## src/rtl/rsp_s1_prep_ahbic.sv

```systemverilog
// rsp_s1_prep_ahbic
// Single-master, seven-slave AHB interconnect for the rsp_s1_prep register space.
// The master address is decoded into seven 1 KB windows, HADDRS0[12:10] = 0..6,
// which alias every 8 KB. Window 7 goes to an internal default slave that answers
// NONSEQ/SEQ transfers with a two-cycle ERROR response.
//
// Ports
//   HCLK, HRESETn            bus clock, asynchronous active-low reset
//   REMAP                    accepted but has no effect on decode
//   H*S0 (in)                master address/control/write data, system HREADYS0
//   HRDATAMn/HREADYOUTMn/HRESPMn (in)  slave n data-phase response, n = 0..6
//   HSELMn (out)             slave n select (address phase, combinational)
//   H*Mn (out)               address/control/write data broadcast to every slave
//   HREADYMUXMn (out)        system HREADY broadcast to every slave
//   HRDATAS0/HREADYOUTS0/HRESPS0 (out)  response of the slave owning the data phase
//   SCANENABLE, SCANINHCLK, SCANOUTHCLK  scan placeholders, output tied low
//
// Default slave states
//   state    | meaning
//   DEF_IDLE | no error in progress; answers OKAY with ready high
//   DEF_ERR1 | first ERROR cycle, ready low
//   DEF_ERR2 | second ERROR cycle, ready high; may re-enter DEF_ERR1

module rsp_s1_prep_ahbic #(
    parameter int AW = 32,
    parameter int DW = 32
) (
    input  logic          HCLK,
    input  logic          HRESETn,
    input  logic          REMAP,
    input  logic          HSELS0,
    input  logic [AW-1:0] HADDRS0,
    input  logic [1:0]    HTRANSS0,
    input  logic          HWRITES0,
    input  logic [2:0]    HSIZES0,
    input  logic [2:0]    HBURSTS0,
    input  logic [3:0]    HPROTS0,
    input  logic [3:0]    HMASTERS0,
    input  logic          HMASTLOCKS0,
    input  logic [DW-1:0] HWDATAS0,
    input  logic          HREADYS0,
    input  logic [DW-1:0] HRDATAM0,
    input  logic [DW-1:0] HRDATAM1,
    input  logic [DW-1:0] HRDATAM2,
    input  logic [DW-1:0] HRDATAM3,
    input  logic [DW-1:0] HRDATAM4,
    input  logic [DW-1:0] HRDATAM5,
    input  logic [DW-1:0] HRDATAM6,
    input  logic          HREADYOUTM0,
    input  logic          HREADYOUTM1,
    input  logic          HREADYOUTM2,
    input  logic          HREADYOUTM3,
    input  logic          HREADYOUTM4,
    input  logic          HREADYOUTM5,
    input  logic          HREADYOUTM6,
    input  logic [1:0]    HRESPM0,
    input  logic [1:0]    HRESPM1,
    input  logic [1:0]    HRESPM2,
    input  logic [1:0]    HRESPM3,
    input  logic [1:0]    HRESPM4,
    input  logic [1:0]    HRESPM5,
    input  logic [1:0]    HRESPM6,
    input  logic          SCANENABLE,
    input  logic          SCANINHCLK,
    output logic          HSELM0,
    output logic          HSELM1,
    output logic          HSELM2,
    output logic          HSELM3,
    output logic          HSELM4,
    output logic          HSELM5,
    output logic          HSELM6,
    output logic [AW-1:0] HADDRM0,
    output logic [AW-1:0] HADDRM1,
    output logic [AW-1:0] HADDRM2,
    output logic [AW-1:0] HADDRM3,
    output logic [AW-1:0] HADDRM4,
    output logic [AW-1:0] HADDRM5,
    output logic [AW-1:0] HADDRM6,
    output logic [1:0]    HTRANSM0,
    output logic [1:0]    HTRANSM1,
    output logic [1:0]    HTRANSM2,
    output logic [1:0]    HTRANSM3,
    output logic [1:0]    HTRANSM4,
    output logic [1:0]    HTRANSM5,
    output logic [1:0]    HTRANSM6,
    output logic          HWRITEM0,
    output logic          HWRITEM1,
    output logic          HWRITEM2,
    output logic          HWRITEM3,
    output logic          HWRITEM4,
    output logic          HWRITEM5,
    output logic          HWRITEM6,
    output logic [2:0]    HSIZEM0,
    output logic [2:0]    HSIZEM1,
    output logic [2:0]    HSIZEM2,
    output logic [2:0]    HSIZEM3,
    output logic [2:0]    HSIZEM4,
    output logic [2:0]    HSIZEM5,
    output logic [2:0]    HSIZEM6,
    output logic [2:0]    HBURSTM0,
    output logic [2:0]    HBURSTM1,
    output logic [2:0]    HBURSTM2,
    output logic [2:0]    HBURSTM3,
    output logic [2:0]    HBURSTM4,
    output logic [2:0]    HBURSTM5,
    output logic [2:0]    HBURSTM6,
    output logic [3:0]    HPROTM0,
    output logic [3:0]    HPROTM1,
    output logic [3:0]    HPROTM2,
    output logic [3:0]    HPROTM3,
    output logic [3:0]    HPROTM4,
    output logic [3:0]    HPROTM5,
    output logic [3:0]    HPROTM6,
    output logic [3:0]    HMASTERM0,
    output logic [3:0]    HMASTERM1,
    output logic [3:0]    HMASTERM2,
    output logic [3:0]    HMASTERM3,
    output logic [3:0]    HMASTERM4,
    output logic [3:0]    HMASTERM5,
    output logic [3:0]    HMASTERM6,
    output logic          HMASTLOCKM0,
    output logic          HMASTLOCKM1,
    output logic          HMASTLOCKM2,
    output logic          HMASTLOCKM3,
    output logic          HMASTLOCKM4,
    output logic          HMASTLOCKM5,
    output logic          HMASTLOCKM6,
    output logic [DW-1:0] HWDATAM0,
    output logic [DW-1:0] HWDATAM1,
    output logic [DW-1:0] HWDATAM2,
    output logic [DW-1:0] HWDATAM3,
    output logic [DW-1:0] HWDATAM4,
    output logic [DW-1:0] HWDATAM5,
    output logic [DW-1:0] HWDATAM6,
    output logic          HREADYMUXM0,
    output logic          HREADYMUXM1,
    output logic          HREADYMUXM2,
    output logic          HREADYMUXM3,
    output logic          HREADYMUXM4,
    output logic          HREADYMUXM5,
    output logic          HREADYMUXM6,
    output logic [DW-1:0] HRDATAS0,
    output logic          HREADYOUTS0,
    output logic [1:0]    HRESPS0,
    output logic          SCANOUTHCLK
);

    localparam logic [1:0] RESP_OKAY  = 2'b00;
    localparam logic [1:0] RESP_ERROR = 2'b01;

    typedef enum logic [1:0] {
        DEF_IDLE = 2'd0,
        DEF_ERR1 = 2'd1,
        DEF_ERR2 = 2'd2
    } def_state_t;

    logic [2:0]    region;
    logic          dp_valid;
    logic [2:0]    dp_index;
    def_state_t    def_state;
    logic          def_ready;
    logic [1:0]    def_resp;
    logic          def_accept;

    // Entry 7 is the default slave; its real values are substituted in the mux.
    logic [DW-1:0] slv_rdata [0:7];
    logic          slv_ready [0:7];
    logic [1:0]    slv_resp  [0:7];

    logic          unused_inputs;

    assign region = HADDRS0[12:10];

    // Address phase: selects decoded, everything else broadcast unconditionally.
    assign HSELM0 = HSELS0 & (region == 3'd0);
    assign HSELM1 = HSELS0 & (region == 3'd1);
    assign HSELM2 = HSELS0 & (region == 3'd2);
    assign HSELM3 = HSELS0 & (region == 3'd3);
    assign HSELM4 = HSELS0 & (region == 3'd4);
    assign HSELM5 = HSELS0 & (region == 3'd5);
    assign HSELM6 = HSELS0 & (region == 3'd6);

    assign {HADDRM0, HADDRM1, HADDRM2, HADDRM3, HADDRM4, HADDRM5, HADDRM6} = {7{HADDRS0}};
    assign {HTRANSM0, HTRANSM1, HTRANSM2, HTRANSM3, HTRANSM4, HTRANSM5, HTRANSM6} = {7{HTRANSS0}};
    assign {HWRITEM0, HWRITEM1, HWRITEM2, HWRITEM3, HWRITEM4, HWRITEM5, HWRITEM6} = {7{HWRITES0}};
    assign {HSIZEM0, HSIZEM1, HSIZEM2, HSIZEM3, HSIZEM4, HSIZEM5, HSIZEM6} = {7{HSIZES0}};
    assign {HBURSTM0, HBURSTM1, HBURSTM2, HBURSTM3, HBURSTM4, HBURSTM5, HBURSTM6} = {7{HBURSTS0}};
    assign {HPROTM0, HPROTM1, HPROTM2, HPROTM3, HPROTM4, HPROTM5, HPROTM6} = {7{HPROTS0}};
    assign {HMASTERM0, HMASTERM1, HMASTERM2, HMASTERM3, HMASTERM4, HMASTERM5, HMASTERM6} =
        {7{HMASTERS0}};
    assign {HMASTLOCKM0, HMASTLOCKM1, HMASTLOCKM2, HMASTLOCKM3, HMASTLOCKM4, HMASTLOCKM5,
            HMASTLOCKM6} = {7{HMASTLOCKS0}};
    assign {HWDATAM0, HWDATAM1, HWDATAM2, HWDATAM3, HWDATAM4, HWDATAM5, HWDATAM6} = {7{HWDATAS0}};
    assign {HREADYMUXM0, HREADYMUXM1, HREADYMUXM2, HREADYMUXM3, HREADYMUXM4, HREADYMUXM5,
            HREADYMUXM6} = {7{HREADYS0}};

    assign SCANOUTHCLK   = 1'b0;
    assign unused_inputs = REMAP ^ SCANENABLE ^ SCANINHCLK;

    assign slv_rdata[0] = HRDATAM0;
    assign slv_rdata[1] = HRDATAM1;
    assign slv_rdata[2] = HRDATAM2;
    assign slv_rdata[3] = HRDATAM3;
    assign slv_rdata[4] = HRDATAM4;
    assign slv_rdata[5] = HRDATAM5;
    assign slv_rdata[6] = HRDATAM6;
    assign slv_rdata[7] = '0;

    assign slv_ready[0] = HREADYOUTM0;
    assign slv_ready[1] = HREADYOUTM1;
    assign slv_ready[2] = HREADYOUTM2;
    assign slv_ready[3] = HREADYOUTM3;
    assign slv_ready[4] = HREADYOUTM4;
    assign slv_ready[5] = HREADYOUTM5;
    assign slv_ready[6] = HREADYOUTM6;
    assign slv_ready[7] = 1'b1;

    assign slv_resp[0] = HRESPM0;
    assign slv_resp[1] = HRESPM1;
    assign slv_resp[2] = HRESPM2;
    assign slv_resp[3] = HRESPM3;
    assign slv_resp[4] = HRESPM4;
    assign slv_resp[5] = HRESPM5;
    assign slv_resp[6] = HRESPM6;
    assign slv_resp[7] = RESP_OKAY;

    // Data-phase owner; frozen while the current transfer is stalled.
    always_ff @(posedge HCLK or negedge HRESETn) begin
        if (!HRESETn) begin
            dp_valid <= 1'b0;
            dp_index <= 3'd0;
        end else if (HREADYS0) begin
            dp_valid <= HSELS0;
            dp_index <= region;
        end
    end

    // An active transfer into the unmapped window accepted this cycle.
    assign def_accept = HREADYS0 & HSELS0 & (region == 3'd7) & HTRANSS0[1];

    always_ff @(posedge HCLK or negedge HRESETn) begin
        if (!HRESETn) begin
            def_state <= DEF_IDLE;
            def_ready <= 1'b1;
            def_resp  <= RESP_OKAY;
        end else begin
            case (def_state)
                DEF_IDLE, DEF_ERR2: begin
                    if (def_accept) begin
                        def_state <= DEF_ERR1;
                        def_ready <= 1'b0;
                        def_resp  <= RESP_ERROR;
                    end else begin
                        def_state <= DEF_IDLE;
                        def_ready <= 1'b1;
                        def_resp  <= RESP_OKAY;
                    end
                end
                DEF_ERR1: begin
                    def_state <= DEF_ERR2;
                    def_ready <= 1'b1;
                    def_resp  <= RESP_ERROR;
                end
                default: begin
                    def_state <= DEF_IDLE;
                    def_ready <= 1'b1;
                    def_resp  <= RESP_OKAY;
                end
            endcase
        end
    end

    always_comb begin
        HRDATAS0    = '0;
        HREADYOUTS0 = 1'b1;
        HRESPS0     = RESP_OKAY;
        if (dp_valid) begin
            if (dp_index == 3'd7) begin
                HREADYOUTS0 = def_ready;
                HRESPS0     = def_resp;
            end else begin
                HRDATAS0    = slv_rdata[dp_index];
                HREADYOUTS0 = slv_ready[dp_index];
                HRESPS0     = slv_resp[dp_index];
            end
        end
    end

endmodule

```

## config.mk

```make
export PLATFORM = sky130hd
export DESIGN_NAME = rsp_s1_prep_ahbic
export DESIGN_NICKNAME = d
export VERILOG_FILES = /design/src/rtl/rsp_s1_prep_ahbic.sv
export SDC_FILE = /design/constraint.sdc
export NUM_CORES = 1
export LEC_CHECK = 0
export CORE_AREA = 4 4 370 372
export CTS_CLUSTER_DIAMETER = 120
export DETAILED_ROUTE_END_ITERATION = 12
export DIE_AREA = 0 0 374 376
export DONT_BUFFER_PORTS = 1
export GPL_TIMING_DRIVEN = 0
export SETUP_SLACK_MARGIN = 0.3
export SYNTH_ARGS = -nofsm -noshare
export SYNTH_HDL_FRONTEND = slang
export SYNTH_SLANG_ARGS = --single-unit
```

## constraint.sdc

```tcl
create_clock -name HCLK -period 2 [get_ports HCLK]
set_input_delay 0.4 -clock HCLK [delete_from_list [all_inputs] [get_ports HCLK]]
set_output_delay 0.4 -clock HCLK [all_outputs]
set_load 0.1 [all_outputs]
```

==> results of run 1 <==
[Yosys cell counts, types with 2 or more instances]
library cell,count
mux2i_1,38
o21ai_0,2
buf_4,588
buf_1,3
nor2_2,2
nand3_1,2
inv_1,3
buf_2,9
nor3_1,2
buf_12,4
mux2_2,3
a211oi_1,26
nand2_1,7
a211oi_2,7
nand2b_1,3
dfrtp_1,7
mux4_2,29
nor2_1,39
buf_8,2
mux4_1,6
a2bb2oi_1,33
buf_6,7
[path summary, 6_finish.rpt]
check                                    end    startpoint  slack, ps
worst max register to register   dp_index[0]   dp_index[0]        360
worst min register to register  def_state[1]  def_state[1]        430
min in group HCLK                   dp_valid      HREADYS0        270
worst max-delay path             HRDATAS0[1]   dp_index[0]       -990
worst min-delay path               def_ready       HRESETn         10
max in group asynchronous       def_state[1]       HRESETn       1260
[area by class of cell]
type                       instances  area, sq um
timing repair buffer              41        558.0
clock buffer                       4        78.83
sequential                         8        201.4
buffer                           613         4928
fill                           15510       122300
inverter                           3        11.26
tap                             1768         2212
multi-input combinational        204         3018
antenna                           11        27.53
[metrics by stage]
step	area [sq um]	util	setup slack (ps)	TNS, ps
6_report	11040	0.08279	-994.0	-28750
5_1_grt	11030	0.08276	-1062	-31190
4_1_cts	10750	0.08064	-1075	-30530
3_5_place_dp	9853	0.07392	-1335	-36790
3_3_place_gp	9692	0.07271	-2012	-41570
2_1_floorplan	7480	-	-354.3	-11000
[report_power, final]
group / switching [W] / total [W] / internal (W)
logic: 0.00664 / 0.00846 / 0.00182
clock network: 0.0000749 / 0.000340 / 0.000265
registers: 0.00000853 / 0.000180 / 0.000172
total: 0.00672 / 0.00898 / 0.00226
[routing by layer]
metal / up-vias / wire length, um
met3: 47 / 2897
met4: 0 / 1359
met1: 2565 / 18190
met2: 456 / 23290
met5: - / 0
li1: 2247 / -
[registers in the layout, summed over array words and instances, names as in the netlist]
name / cells
def_ready: 1
def_resp: 1
def_state: 2
dp_index: 3
dp_valid: 1
[cells by family after synthesis]
| kind of cell | share of synthesized area |
|---|---|
| buffers and inverters | 0.6731 |
| muxes | 0.1765 |
| AOI/OAI and AO/OA | 0.08529 |
| and+or+nand+nor | 0.03552 |
| DFF | 0.02903 |
| other | 0.0005404 |
[repair_timing]
action                     CTS  global route
setup buffers               28             4
hold buffers                 1             0
hold endpoints to repair     7             0
gates resized for setup    108            42
setup endpoints to repair   39            37
pin swaps                   32            27
==> qor.csv, run 1 <==
stage,metric,value,unit
outcome,status,"finished, violations left",
outcome,failing checks,setup timing,
global_route,first-pass GRT wire length,55680,um
yosys,Yosys warning total,0,
die,I/O Pins,958,
global_route,largest net degree at the start of global routing,14,
detailed_routing,DR iter-0 viols,207,
timing,f_max,334.0,MHz
worst_setup_path,worst r2r path cells,7,
worst_setup_path,crit start category,flip-flop,
timing,setup ws final,-994.0,ps
die,placement row count,134,
detailed_routing,final wirelength,45740,um
yosys,syn_area_per_cell,8.381,sq um
timing,hold slack final,14.87,ps
timing,RSZ-0062 raised after global routing,yes,
worst_setup_path,Max Fanout on Critical Path,8,
timing,Worst Skew,0.08137,ps
global_route,total gr overflow,0,
yosys,Synth async-reset ratio,1.000,
placed_design,placed insts,2604,
worst_setup_path,CP cell instances,buf_12 > buf_16 > buf_16 > buf_12 > a2bb2oi_4 > a211oi_4,
worst_setup_path,element type at the critical path end,output port,
timing,period utilization,1.497,
yosys,"area leader, netlist",buf_4,
yosys,sequential share of the synthesized area,0.02903,
placed_design,Final Wtd Congestion,0.8440,
yosys,top-area cell type share of the netlist area,0.6361,
placed_design,Port Buf Inserts,0,
timing,Slew headroom,0.05050,
cells_and_area,"most common cell after layout, fill and taps aside",buf_4,
worst_setup_path,CP bufs+invs,4,
global_route,met1 usage,0.07116,
detailed_routing,Residual DRC,0,
global_route,most used routing layer,met2,
worst_setup_path,Crit path required time,1600,ps
cells_and_area,share of cells above drive strength 1,0.9015,
yosys,syn nets,1162,
die,starting density of the core,0.05206,
detailed_routing,Via density,2.004,
global_route,antenna violations before repair,18,
cts,CTS tree,done,
detailed_routing,1st-pass router iterations,4,
timing,"Min Clock Period, post-route",2994,ps
detailed_routing,remaining antenna violation count,0,
power_and_ir_drop,"IR drop worst, VDD",0.4252,mV
global_route,GR Util met2,0.1037,
die,Die W,374,um
worst_setup_path,CP Class,flip-flop to output port,
worst_setup_path,"Slowest-stage cell, CP",a211oi_4,
power_and_ir_drop,Leak Pwr,4.397,nW
cts,worst skew pair latency,230,ps
timing,"Slew Viols, Final",0,
die,DIE AREA,0.1406,sq mm
min_path,Worst Hold Class,input pin to async pin,
cts,CTS Buf Count,3,
yosys,Yosys reg bits,8,
power_and_ir_drop,PD cells,813.7,mW/mm^2
timing,final hold vios,0,
yosys,Post-synth EDFFs,0,
cells_and_area,Finished Layout Cells,2652,
cells_and_area,most frequent cells in the layout,"buf_4, mux2i_1, mux4_2, a211oi_4, buf_12",
cts,clk sinks,8,
yosys,"Top FF cell, synth",dfrtp_1,
die,Die Span Y,376,um
worst_setup_path,crit-path leading delay family,compound AO/OA/AOI/OAI gates,
global_route,vias in the first global route,5640,
yosys,"top cells by area, synth","buf_4, mux4_2, mux2i_1, a2bb2oi_1, a211oi_1",
timing,Worst-Margin Slew,1420,ps
cts,clk buf depth,2,
global_route,met3 Use GR,0.008985,
job,max-capacitance violation count,0,
cts,root buf cell,clkbuf_16,
detailed_routing,Via Count,5315,
cts,"Clk pin slew, worst setup/hold paths",40,ps
global_route,Global Route Usage Sum,0.05775,
yosys,Post-Syn Instances,828,
power_and_ir_drop,total power,0.008979,W
detailed_routing,DR WL/cell,17.25,um
cells_and_area,Synth-to-Final Area Change,59.03,%
die,core outline area,0.1333,sq mm
worst_setup_path,stages on the worst setup path,6,
yosys,synthesized area,0.006939,sq mm
yosys,count of cell types in the netlist,28,
cts,H-Tree Depth,1,
worst_setup_path,crit path DAT,2590,ps
worst_setup_path,worst stage delay on the critical path,1120,ps
cells_and_area,"Net count, final",1208,
timing,setup violators final,35,
placed_design,Final HPWL DP,40180,um
Note: power is estimated with default switching activity, not from simulation.
==> inputs of run 2 (changes only) <==
==> constraint.sdc (replaced) <==
create_clock -name HCLK -period 2 [get_ports HCLK]
set_input_delay 0.5 -clock HCLK [delete_from_list [all_inputs] [get_ports HCLK]]
set_output_delay 0.5 -clock HCLK [all_outputs]
set_load 0.1 [all_outputs]
==> qor.csv, run 2 (synthesis results as in run 1) <==
stage,metric,value,unit
detailed_routing,Residual DRC,0,
cts,root buf cell,clkbuf_16,
worst_setup_path,Crit path required time,1500,ps
worst_setup_path,CP cell instances,buf_12 > buf_16 > buf_16 > buf_12 > a2bb2oi_2 > a211oi_4,
timing,RSZ-0062 raised after global routing,yes,
cells_and_area,largest registers,"dp_index x3, def_state x2",
timing,Fin Setup TNS,-33420,ps
die,Die W,374,um
die,DIE AREA,0.1406,sq mm
timing,setup ws final,-1079,ps
power_and_ir_drop,Internal Power,0.002186,W
cells_and_area,Finished Layout Cells,2656,
timing,Worst-Margin Slew,1404,ps
outcome,status,"finished, violations left",
placed_design,dpl ws,-1453,ps
cells_and_area,"Net count, final",1208,
timing,Slew headroom,0.06118,
min_path,Worst Hold Class,input pin to async pin,
power_and_ir_drop,Clock power frac,0.039,
global_route,first-pass GRT wire length,53500,um
cells_and_area,share of cells above drive strength 1,0.8820,
worst_setup_path,crit path DAT,2580,ps
placed_design,Final HPWL DP,38490,um
timing,f_max,324.7,MHz
timing,final hold vios,0,
placed_design,Final Wtd Congestion,0.8702,
cts,CTS tree,done,
cells_and_area,filler instances,15520,
worst_setup_path,slack of the worst reg-to-reg path,260,ps
worst_setup_path,FF-to-FF Start,dp_index[0],
cells_and_area,most frequent cells in the layout,"buf_4, mux2i_1, a211oi_4, mux4_2, nor2_1",
cts,clk sinks,8,
timing,"Min Clock Period, post-route",3079,ps
worst_setup_path,"Slowest-stage cell, CP",a211oi_4,
power_and_ir_drop,"IR drop worst, VDD",0.5557,mV
timing,"Slew Viols, Final",0,
power_and_ir_drop,Reg power frac,0.021,
global_route,vias in the first global route,5467,
worst_setup_path,CP Class,flip-flop to output port,
die,core outline area,0.1333,sq mm
detailed_routing,Via density,2.008,
global_route,Global Route Usage Sum,0.05549,
power_and_ir_drop,PD cells,811.9,mW/mm^2
power_and_ir_drop,Leak Pwr,4.374,nW
power_and_ir_drop,switch share,0.7526,
worst_setup_path,Max Fanout on Critical Path,6,
cells_and_area,Top reg by flops,dp_index,
power_and_ir_drop,Gate power share,0.941,
cells_and_area,"most common cell after layout, fill and taps aside",buf_4,
timing,period utilization,1.540,
worst_setup_path,element type at the critical path end,output port,
worst_setup_path,worst stage delay on the critical path,1130,ps
power_and_ir_drop,total power,0.008835,W
detailed_routing,DR iter-0 viols,134,
placed_design,placed insts,2598,
detailed_routing,Via Count,5334,
die,starting density of the core,0.05206,
cts,CTS Buf Count,3,
timing,setup violators final,35,
cts,clk buf depth,2,
detailed_routing,1st-pass router iterations,4,
cells_and_area,Largest register FFs,3,
die,I/O Pins,958,
timing,Worst Skew,2.957,ps
detailed_routing,DR WL/cell,16.69,um
power_and_ir_drop,NetSw,0.006650,W
detailed_routing,remaining antenna violation count,0,
placed_design,Port Buf Inserts,0,
cells_and_area,Synth-to-Final Area Change,56.83,%
worst_setup_path,crit start category,flip-flop,
cts,worst skew pair latency,230,ps
job,max-capacitance violation count,0,
die,placement row count,134,
worst_setup_path,Reg-to-Reg End,dp_index[0],
cts,"Clk pin slew, worst setup/hold paths",40,ps
die,Die Span Y,376,um
detailed_routing,final wirelength,44320,um
global_route,total gr overflow,0,
worst_setup_path,worst r2r path cells,7,
cts,H-Tree Depth,1,
global_route,antenna violations before repair,23,
global_route,largest net degree at the start of global routing,14,
outcome,failing checks,setup timing,
-- run 2: cell count changes in the layout (fill, tap and decap cells not counted), sizes merged --
cell and change:
diode +4
-- run 2: how the worst max path moves through the flow --
stage	from	end	slack, ps	depth (start not counted)
3_5_place_dp	dp_index[2]	HRDATAS0[31]	-1450	4
6_report	dp_index[0]	HRDATAS0[30]	-1080	6
5_1_grt	dp_index[0]	HRDATAS0[30]	-1100	7
4_1_cts	dp_index[0]	HRDATAS0[30]	-1110	5
3_3_place_gp	dp_index[2]	HRDATAS0[7]	-1540	4
2_1_floorplan	dp_index[0]	HRDATAS0[15]	-450	6
-- run 2: worst max-delay path, delay by kind of cell (launching register included) --
family | cells | cell delay, ps
buf+inv | 4 | 590
flops | 1 | 390
compound gates | 2 | 1300
-- run 2: routing by layer --
| metal | wire, um | track usage | vias to the layer above |
|---|---|---|---|
| met1 | 16660 | 0.06423 | 2538 |
| met4 | 1744 | 0.01877 | 0 |
| met5 | 0 | 0 | - |
| li1 | - | - | 2263 |
| met3 | 3060 | 0.01063 | 65 |
| met2 | 22850 | 0.1017 | 468 |
-- run 2: per-stage QoR --
step           utilization  cell area, sq um  hold slack (ps)
6_report           0.08165             10880            116.2
4_1_cts            0.08026             10700            115.4
3_3_place_gp       0.07283              9708            204.7
3_5_place_dp       0.07313              9748            204.7
2_1_floorplan            -              7496            204.4
5_1_grt            0.08150             10860            108.3
-- run 2: cell type report --
cell class,instances,area (sq um),share of cell area
Antenna cell,15,37.54,0.003449
Timing Repair Buffer,41,544.3,0.05001
Sequential cell,8,201.4,0.01851
Tap cell,1768,2212,0.2033
Inverter,3,11.26,0.001035
Clock buffer,4,78.83,0.007243
Buffer,613,4888,0.4492
Multi-Input combinational cell,204,2909,0.2673
-- run 2: repair_timing --
item                                    4_1_cts  5_1_grt
buffers inserted                             32        3
endpoints found under the setup margin       43       43
gates cloned                                  3        0
hold endpoints to repair                      7        0
hold buffers                                  1        0
resized for setup                            96       17
pin swaps                                    34       24
-- run 2: power by group through the flow --
stage          sequential [W]  clock, W  combinational [W]
2_1_floorplan        0.000178         0            0.00722
3_3_place_gp         0.000179         0            0.00788
3_5_place_dp         0.000180         0            0.00791
4_1_cts              0.000182  0.000344            0.00835
5_1_grt              0.000182  0.000360            0.00850
6_report             0.000182  0.000343            0.00831
==> inputs of run 3 (changes only) <==
Settings changed: SKIP_LAST_GASP from default to 1.
==> qor.csv, run 3 (synthesis results as in run 1) <==
stage,metric,value,unit
worst_setup_path,element type at the critical path end,output port,
timing,"Min Clock Period, post-route",3088,ps
timing,period utilization,1.544,
die,placement row count,134,
cells_and_area,Finished Core Util,0.08160,
job,max-capacitance violation count,0,
worst_setup_path,crit path DAT,2590,ps
detailed_routing,DR iter-0 viols,171,
timing,setup violators final,35,
cts,"Clk pin slew, worst setup/hold paths",40,ps
timing,Worst Skew,2.970,ps
global_route,vias in the first global route,5476,
timing,Worst-Margin Slew,1404,ps
global_route,Global Route Usage Sum,0.05548,
global_route,largest net degree at the start of global routing,14,
timing,setup ws final,-1088,ps
cts,worst skew pair latency,230,ps
power_and_ir_drop,Leak Pwr,4.376,nW
detailed_routing,DR WL/cell,16.73,um
timing,Slew headroom,0.06114,
placed_design,Final HPWL DP,38490,um
timing,final hold vios,0,
placed_design,dpl ws,-1453,ps
timing,"Slew Viols, Final",0,
cts,root buf cell,clkbuf_16,
detailed_routing,remaining antenna violation count,0,
cells_and_area,Synth-to-Final Area Change,56.74,%
cts,CTS tree,done,
cells_and_area,most frequent cells in the layout,"buf_4, mux2i_1, a211oi_4, mux4_2, nor2_1",
detailed_routing,Via density,2.006,
timing,RSZ-0062 raised after global routing,yes,
global_route,GR Util met2,0.1019,
die,starting density of the core,0.05206,
worst_setup_path,Crit path required time,1500,ps
die,core outline area,0.1333,sq mm
cts,clk sinks,8,
global_route,total gr overflow,0,
outcome,status,"finished, violations left",
cts,clk buf depth,2,
placed_design,Final Wtd Congestion,0.8702,
cts,H-Tree Depth,1,
power_and_ir_drop,"IR drop worst, VDD",0.5557,mV
cells_and_area,Largest register FFs,3,
detailed_routing,1st-pass router iterations,4,
cells_and_area,Top reg by flops,dp_index,
detailed_routing,final wirelength,44410,um
cells_and_area,share of cells above drive strength 1,0.8809,
die,Die Span Y,376,um
outcome,failing checks,setup timing,
min_path,Worst Hold Class,input pin to async pin,
detailed_routing,Residual DRC,0,
worst_setup_path,Max Fanout on Critical Path,6,
global_route,most used routing layer,met2,
placed_design,Port Buf Inserts,0,
power_and_ir_drop,PD cells,812.4,mW/mm^2
worst_setup_path,CP Class,flip-flop to output port,
global_route,met3 Use GR,0.01054,
detailed_routing,Via Count,5327,
worst_setup_path,worst r2r path cells,7,
global_route,met1 usage,0.06426,
die,Die W,374,um
cells_and_area,largest registers,"dp_index x3, def_state x2",
global_route,antenna violations before repair,24,
global_route,first-pass GRT wire length,53470,um
die,DIE AREA,0.1406,sq mm
cells_and_area,"most common cell after layout, fill and taps aside",buf_4,
worst_setup_path,crit start category,flip-flop,
timing,Fin Setup TNS,-33770,ps
cells_and_area,"Net count, final",1208,
timing,f_max,323.9,MHz
die,I/O Pins,958,
cts,CTS Buf Count,3,
[run 3: cell count changes in the layout (fill, tap and decap cells not counted)]
cell	previous run	this run
diode_2	15	14
buf_4	602	603
mux4_2	30	29
buf_8	6	5
mux4_1	5	6
[run 3: critical path, stage by stage, from the launching register on]
cell,delay [ps]
dfrtp_1,390
buf_12,160
buf_16,160
nand3_4,90
nand2_8,90
buf_12,170
buf_12,140
a211oi_4,1050
[run 3: area by class of cell]
class,count,area (sq um)
flip-flops and latches,8,201.4
fillers,15520,122400
repair buffers,41,536.8
well taps,1768,2212
diodes,14,35.03
multi-input cells,204,2913
inverters,3,11.26
clock buffers,4,78.83
plain buffers,613,4888
[run 3: what timing repair did]
action                     in CTS  in global routing
pin swaps                      32                 26
cloned                          3                  0
buffers inserted               32                  3
hold endpoints to repair        7                  0
setup endpoints to repair      43                 43
hold buffers                    1                  0
resized for setup              90                 20
[run 3: layer usage]
| layer | vias to the layer above | part of all wire |
|---|---|---|
| met3 | 64 | 0.070 |
| li1 | 2255 | - |
| met2 | 481 | 0.52 |
| met1 | 2527 | 0.37 |
| met5 | - | 0 |
| met4 | 0 | 0.035 |
[run 3: path summary, 6_finish.rpt]
kind / from / end / slack, ps
hold reg to reg: def_state[1] / def_state[1] / 410
setup reg to reg: dp_index[0] / dp_index[0] / 230
max in group asynchronous: HRESETn / def_state[1] / 1160
hold / removal: HRESETn / def_ready / 120
setup / recovery: dp_index[0] / HRDATAS0[30] / -1090
min in group HCLK: HREADYS0 / dp_valid / 370
[run 3: power by group]
part	internal, W	switching (W)	total, W
sequential	0.000172	0.00000975	0.000182
combinational	0.00175	0.00657	0.00831
clock	0.000266	0.0000772	0.000343
[run 3: through the flow]
stage / cell area, sq um / total power, W / instances / hold WS, ps
4_1_cts: 10680 / 0.008863 / 2638 / 115.4
5_1_grt: 10860 / 0.009036 / 2649 / 108.3
6_report: 10880 / 0.008836 / 2655 / 116.2
2_1_floorplan: 7496 / 0.007400 / 828 / 204.4
3_3_place_gp: 9708 / 0.008064 / 2596 / 204.7
3_5_place_dp: 9748 / 0.008090 / 2598 / 204.7
